===== src/rtl/uart_rx_port_if.sv =====
// KCPSM6 read-port and interrupt signals between the processor and the UART receive port.
interface uart_rx_port_if;
  logic [7:0] port_id;
  logic       read_strobe;
  logic [7:0] in_port;
  logic       interrupt;
  logic       interrupt_ack;

  modport master (
    output port_id, read_strobe, interrupt_ack,
    input  in_port, interrupt
  );

  modport slave (
    input  port_id, read_strobe, interrupt_ack,
    output in_port, interrupt
  );
endinterface


===== src/rtl/uart_rx_port.sv =====
// 8N1 UART receiver with 16x oversampling, a small byte FIFO and a KCPSM6 read port.
module uart_rx_port #(
  parameter int unsigned CLK_HZ      = 100_000_000,
  parameter int unsigned BAUD        = 115_200,
  parameter int unsigned FIFO_AW     = 4,
  parameter logic [7:0]  PORT_DATA   = 8'h0A,
  parameter logic [7:0]  PORT_STATUS = 8'h0B
) (
  input  logic          clk,
  input  logic          reset,
  input  logic          uart_rx,
  uart_rx_port_if.slave bus
);

  localparam int unsigned DIV   = CLK_HZ / (BAUD * 16);
  localparam int unsigned DivW  = (DIV > 1) ? $clog2(DIV) : 1;
  localparam int unsigned Depth = 1 << FIFO_AW;

  typedef enum logic [2:0] {StIdle, StStart, StData, StStop, StBreak} state_e;

  state_e             state_q, state_d;
  logic [1:0]         sync_q;
  logic               rxs;
  logic [DivW-1:0]    div_q, div_d;
  logic               tick;
  logic [3:0]         tcnt_q, tcnt_d;
  logic [2:0]         bit_q, bit_d;
  logic [7:0]         shift_q, shift_d;
  logic               push_req, ferr_set;

  logic [7:0]         mem_q [Depth];
  logic [FIFO_AW-1:0] wr_ptr_q, rd_ptr_q;
  logic [FIFO_AW:0]   count_q, count_d;
  logic               empty, full, pop, push, ovr_set, stat_clr;
  logic               ovr_q, ovr_d, ferr_q, ferr_d, irq_q, irq_d;
  logic [7:0]         in_port_q, in_port_d;

  assign rxs  = sync_q[1];
  assign tick = (div_q == DivW'(DIV - 1));

  always_comb begin
    state_d  = state_q;
    div_d    = tick ? '0 : div_q + DivW'(1);
    tcnt_d   = tcnt_q;
    bit_d    = bit_q;
    shift_d  = shift_q;
    push_req = 1'b0;
    ferr_set = 1'b0;
    unique case (state_q)
      StIdle: begin
        // Holding the divider at zero aligns ticks to the detected start edge.
        div_d = '0;
        if (!rxs) begin
          state_d = StStart;
          tcnt_d  = '0;
        end
      end
      StStart: begin
        if (tick) begin
          if (tcnt_q == 4'd7) begin
            tcnt_d = '0;
            bit_d  = '0;
            state_d = rxs ? StIdle : StData;
          end else begin
            tcnt_d = tcnt_q + 4'd1;
          end
        end
      end
      StData: begin
        if (tick) begin
          tcnt_d = tcnt_q + 4'd1;
          if (tcnt_q == 4'd15) begin
            shift_d[bit_q] = rxs;
            bit_d = bit_q + 3'd1;
            if (bit_q == 3'd7) state_d = StStop;
          end
        end
      end
      StStop: begin
        if (tick) begin
          tcnt_d = tcnt_q + 4'd1;
          if (tcnt_q == 4'd15) begin
            if (rxs) begin
              push_req = 1'b1;
              state_d  = StIdle;
            end else begin
              ferr_set = 1'b1;
              state_d  = StBreak;
            end
          end
        end
      end
      StBreak: begin
        if (rxs) state_d = StIdle;
      end
      default: state_d = StIdle;
    endcase
  end

  assign empty    = (count_q == '0);
  assign full     = count_q[FIFO_AW];
  assign pop      = bus.read_strobe && (bus.port_id == PORT_DATA) && !empty;
  // A full FIFO still accepts a byte when a pop frees a slot in the same cycle.
  assign push     = push_req && (!full || pop);
  assign ovr_set  = push_req && full && !pop;
  assign stat_clr = bus.read_strobe && (bus.port_id == PORT_STATUS);

  always_comb begin
    count_d = count_q;
    unique case ({push, pop})
      2'b10:   count_d = count_q + 1'b1;
      2'b01:   count_d = count_q - 1'b1;
      default: count_d = count_q;
    endcase
    ovr_d  = ovr_set  ? 1'b1 : (stat_clr ? 1'b0 : ovr_q);
    ferr_d = ferr_set ? 1'b1 : (stat_clr ? 1'b0 : ferr_q);
    irq_d  = (push && empty) ? 1'b1 : (bus.interrupt_ack ? 1'b0 : irq_q);
    in_port_d = 8'h00;
    if (bus.port_id == PORT_DATA) begin
      in_port_d = empty ? 8'h00 : mem_q[rd_ptr_q];
    end else if (bus.port_id == PORT_STATUS) begin
      in_port_d = {4'b0000, ovr_q, ferr_q, full, ~empty};
    end
  end

  always_ff @(posedge clk) begin
    if (push) mem_q[wr_ptr_q] <= shift_q;
  end

  always_ff @(posedge clk or negedge reset) begin
    if (!reset) begin
      state_q   <= StIdle;
      sync_q    <= 2'b11;
      div_q     <= '0;
      tcnt_q    <= '0;
      bit_q     <= '0;
      shift_q   <= '0;
      wr_ptr_q  <= '0;
      rd_ptr_q  <= '0;
      count_q   <= '0;
      ovr_q     <= 1'b0;
      ferr_q    <= 1'b0;
      irq_q     <= 1'b0;
      in_port_q <= 8'h00;
    end else begin
      state_q   <= state_d;
      sync_q    <= {sync_q[0], uart_rx};
      div_q     <= div_d;
      tcnt_q    <= tcnt_d;
      bit_q     <= bit_d;
      shift_q   <= shift_d;
      if (push) wr_ptr_q <= wr_ptr_q + 1'b1;
      if (pop)  rd_ptr_q <= rd_ptr_q + 1'b1;
      count_q   <= count_d;
      ovr_q     <= ovr_d;
      ferr_q    <= ferr_d;
      irq_q     <= irq_d;
      in_port_q <= in_port_d;
    end
  end

  assign bus.in_port   = in_port_q;
  assign bus.interrupt = irq_q;

endmodule


===== src/flat_wrapper.sv =====
// flat-port wrapper written by rule: the top's interface ports become plain ports
module uart_rx_port_flat 
#(
  parameter int unsigned CLK_HZ      = 100_000_000,
  parameter int unsigned BAUD        = 115_200,
  parameter int unsigned FIFO_AW     = 4,
  parameter logic [7:0]  PORT_DATA   = 8'h0A,
  parameter logic [7:0]  PORT_STATUS = 8'h0B
)
  (clk, reset, uart_rx, bus_port_id, bus_read_strobe, bus_interrupt_ack, bus_in_port, bus_interrupt);
  uart_rx_port_if bus_i ();
  input  logic clk;
  input  logic reset;
  input  logic uart_rx;
  input wire logic [$bits(bus_i.port_id)-1:0] bus_port_id;
  input wire logic [$bits(bus_i.read_strobe)-1:0] bus_read_strobe;
  input wire logic [$bits(bus_i.interrupt_ack)-1:0] bus_interrupt_ack;
  output wire logic [$bits(bus_i.in_port)-1:0] bus_in_port;
  output wire logic [$bits(bus_i.interrupt)-1:0] bus_interrupt;
  assign bus_i.port_id = bus_port_id;
  assign bus_i.read_strobe = bus_read_strobe;
  assign bus_i.interrupt_ack = bus_interrupt_ack;
  assign bus_in_port = bus_i.in_port;
  assign bus_interrupt = bus_i.interrupt;
  uart_rx_port #(.CLK_HZ(CLK_HZ), .BAUD(BAUD), .FIFO_AW(FIFO_AW), .PORT_DATA(PORT_DATA), .PORT_STATUS(PORT_STATUS)) u_core (.clk(clk), .reset(reset), .uart_rx(uart_rx), .bus(bus_i));
endmodule

===== config.mk =====
export PLATFORM = sky130hd
export DESIGN_NAME = uart_rx_port_flat
export DESIGN_NICKNAME = d
export VERILOG_FILES = /design/src/rtl/uart_rx_port_if.sv /design/src/rtl/uart_rx_port.sv /design/src/flat_wrapper.sv
export SDC_FILE = /design/constraint.sdc
export NUM_CORES = 1
export LEC_CHECK = 0
export CAP_MARGIN = 20
export CORE_ASPECT_RATIO = 0.8
export CORE_UTILIZATION = 60
export DETAILED_ROUTE_END_ITERATION = 12
export GPL_TIMING_DRIVEN = 0
export PLACE_DENSITY = 0.8
export SLEW_MARGIN = 15
export SYNTH_ARGS = -nofsm -noshare
export SYNTH_HDL_FRONTEND = slang
export SYNTH_SLANG_ARGS = --single-unit

===== constraint.sdc =====
create_clock -name clk -period 10.2 [get_ports clk]
set_clock_uncertainty 0.2 [all_clocks]
set_input_delay 3.06 -clock clk [delete_from_list [all_inputs] [get_ports clk]]
set_output_delay 3.06 -clock clk [all_outputs]
set_load 0.03 [all_outputs]

==> flow_summary.ini <==
[yosys]
yosysUniqueCellTypes = 62
ys_dominant_reg_cell = edfxtp_1
synth_edf_count = 128
yosysSeqAreaShare = 0.672
synth_commonest_cells = 128 x edfxtp_1, 48 x dfrtp_1, 34 x mux4_2
yosysTopAreaCellShare = 0.506
ys_seq_elements = 178
synth_most_common_cell = edfxtp_1
synth_fa_ha_area_frac = 0.0231
syn-num-nets = 488
synth_xor_area_frac = 0.0196
ys_warn_count = 0
synth_area_per_cell_um2 = 16.5
netlist_area_um2 = 7590
synth_top_family_by_area = multiplexers
async_flop_share = 0.281
syn_inst = 461
muxShareOfSynthArea = 0.134
synthTopCellsByArea = edfxtp_1 51%, dfrtp_1 16%, mux4_2 10%, ha_1 2.3%, mux2i_1 1.5%
yosysTopAreaCell = edfxtp_1
synth-compound-area-share = 0.0430
synth-simple-area-share = 0.0839

[clocking]
cts_setup_buffers = 0
post_cts_resize_count = 0
path_clk_slew_ns = 0.07
numCtsBuffers = 17
htreeDepth = 4
cts_root_buf = clkbuf_16
holdBufCountCts = 0
clock_latency_ns = 0.43
clock-sinks = 178
ctsLongestPathBuffers = 2
cts_tree = built

[floorplanning]
die-area_um2 = 13100
coreArea_um2 = 12300
io-pin-count = 22
die_h_um = 103
start_util = 0.619
row_count = 36
die_x_um = 128

[power_and_ir_drop]
peakVddDrop_uv = 134
p_total_mw = 1.47
leakage_nw = 3.49
p_per_area_nw_per_um2 = 170

[timing]
max_freq_ghz = 0.161
finalHoldViolCount = 0
setup_viol = 0
drv_slew = 0
fin_crit_ns = 6.23
setup_tns_ns = 0
rsz0062_at_grt = false
worst_pin_slew_ns = 0.780
fin_crit_sh = 0.611
fin_ws_ns = 3.97
slew_headroom = 0.476

[hold_path]
hold_depth = 0
whs_endpoint = u_core.sync_q[1]$_DFF_PN1_
worstHoldStart = u_core.sync_q[0]$_DFF_PN1_
hold_path_class = reg2reg

[routing]
drc = 0
vias_per_cell = 6.10
ant_nets = 0
drtIter0Drc = 370
wl_per_cell_um = 21.9
drt-total-wl_mm = 15.0
drtPass1Iterations = 5
vias = 4185

[cells_and_area]
final_cell_area_um2 = 8660
utilization = 0.707
diodes = 0
area_delta_synth_final_pct = 14.1
nNetsFinal = 529
layout-drive-gt1-share = 0.194

[status]
outcome = completed

[global_routing]
grt_max_degree = 28
grt_pass1_vias = 3996
antenna_found_initial = 1
grt_pass1_wl_mm = 22.7
overflow = 0
track_usage = 0.248

[critical_path]
reg2reg_slack_ns = 6.43
crit_fanout = 10
cp-start-kind = input port
arrival_ns = 6.34
crit_path_end_kind = flop
cp.required_ns = 10.31
timing.rr.end = u_core.count_q[4]$_DFFE_PN0P_
crit-reg2reg-launch = u_core.tcnt_q[0]$_DFFE_PN0P_
ff2ff_path_depth = 14
critPathKind = in2reg

[placed_design]
place_area_um2 = 8040
port_buffers = 21
place_congestion = 0.803
pre_cts_ws_ns = 3.64
dp_hpwl_mm = 9.93

[run]
max_cap_violations = 0
==> worst max path at each step <==
stage / slack [ns] / from / endpoint / cells after the start
5_1_grt: 3.81 / bus_port_id[5] / u_core.count_q[4]$_DFFE_PN0P_ / 14
2_1_floorplan: 4.42 / bus_port_id[5] / u_core.count_q[4]$_DFFE_PN0P_ / 13
3_5_place_dp: 3.64 / bus_port_id[5] / u_core.count_q[4]$_DFFE_PN0P_ / 14
4_1_cts: 4.07 / bus_port_id[5] / u_core.count_q[4]$_DFFE_PN0P_ / 14
3_3_place_gp: 3.70 / bus_port_id[5] / u_core.count_q[4]$_DFFE_PN0P_ / 14
6_report: 3.97 / bus_port_id[5] / u_core.count_q[4]$_DFFE_PN0P_ / 14
==> worst max-delay path, stage by stage <==
cell	delay [ns]
clkdlybuf4s50_1	0.42
nor4_2	0.36
a41oi_1	0.26
nor3_2	0.34
buf_4	0.24
inv_1	0.07
ha_1	0.21
clkbuf_1	0.21
xor2_1	0.19
ha_1	0.23
o211a_1	0.23
o31ai_1	0.25
a31oi_1	0.11
xnor2_1	0.16
==> cell type report <==
class	count	area, um^2
multi-input cells	239	2300
plain buffers	24	115
clock inverters	11	110
flip-flops and latches	178	5100
inverters	20	75.1
clock buffers	21	514
repair buffers	22	233
well taps	171	214
fillers	776	3590
==> metal layers <==
metal	global-route usage	part of all wire	up-vias
met4	0.107	0.022	2
li1	-	-	1877
met3	0.0815	0.072	31
met2	0.359	0.47	152
met5	0	0.00060	-
met1	0.349	0.44	2123
==> cell families after synthesis <==
logic type | Yosys count
AO/OA/AOI/OAI | 45
adder cells (fa/ha/maj) | 14
flip-flops | 178
XOR/XNOR | 17
multiplexers | 57
AND/OR/NAND/NOR | 106
buffers and inverters | 44
==> metrics by stage <==
step                      hold WS, ns  std cells
after floorplan                 0.145        461
after global placement          0.147        653
after detailed placement        0.151        654
after CTS                       0.161        686
after global routing            0.162        686
final                           0.160        686
==> flip-flops by register name, summed over array words and instances (netlist names) <==
signal                cells
u_core.tcnt_q             4
u_core.bus.interrupt      1
u_core.mem_q            128
u_core.bus.in_port        8
u_core.rd_ptr_q           4
u_core.div_q              6
u_core.sync_q             2
u_core.ovr_q              1
u_core.wr_ptr_q           4
u_core.bit_q              3
u_core.ferr_q             1
u_core.count_q            5
u_core.state_q            3
u_core.shift_q            8
==> report_power, final <==
| part | internal (mW) | switching, mW | total (mW) |
|---|---|---|---|
| Combinational | 0.0121 | 0.0143 | 0.0265 |
| Clock | 0.391 | 0.282 | 0.673 |
| Sequential | 0.770 | 0.00197 | 0.772 |
==> cells in the final DEF, fill, tap and decap left out, types with 4 or more instances in the layout <==
cell type and instances:
nor4_1 9, nand3_1 8, nor2_1 18, xor2_1 9, clkbuf_1 10, clkinv_4 4, buf_4 4, nand2_1 16
and3_1 14, xnor2_1 8, clkbuf_16 20, mux4_2 34, a21oi_1 6, a211oi_1 9, edfxtp_1 128, dfrtp_1 48
buf_2 8, and2_1 9, mux2i_1 11, ha_1 14, mux2_2 9, o21ai_0 4, nor2b_1 4, clkdlybuf4s50_1 20
inv_1 17
No activity file was read; power rests on OpenSTA's default activity.
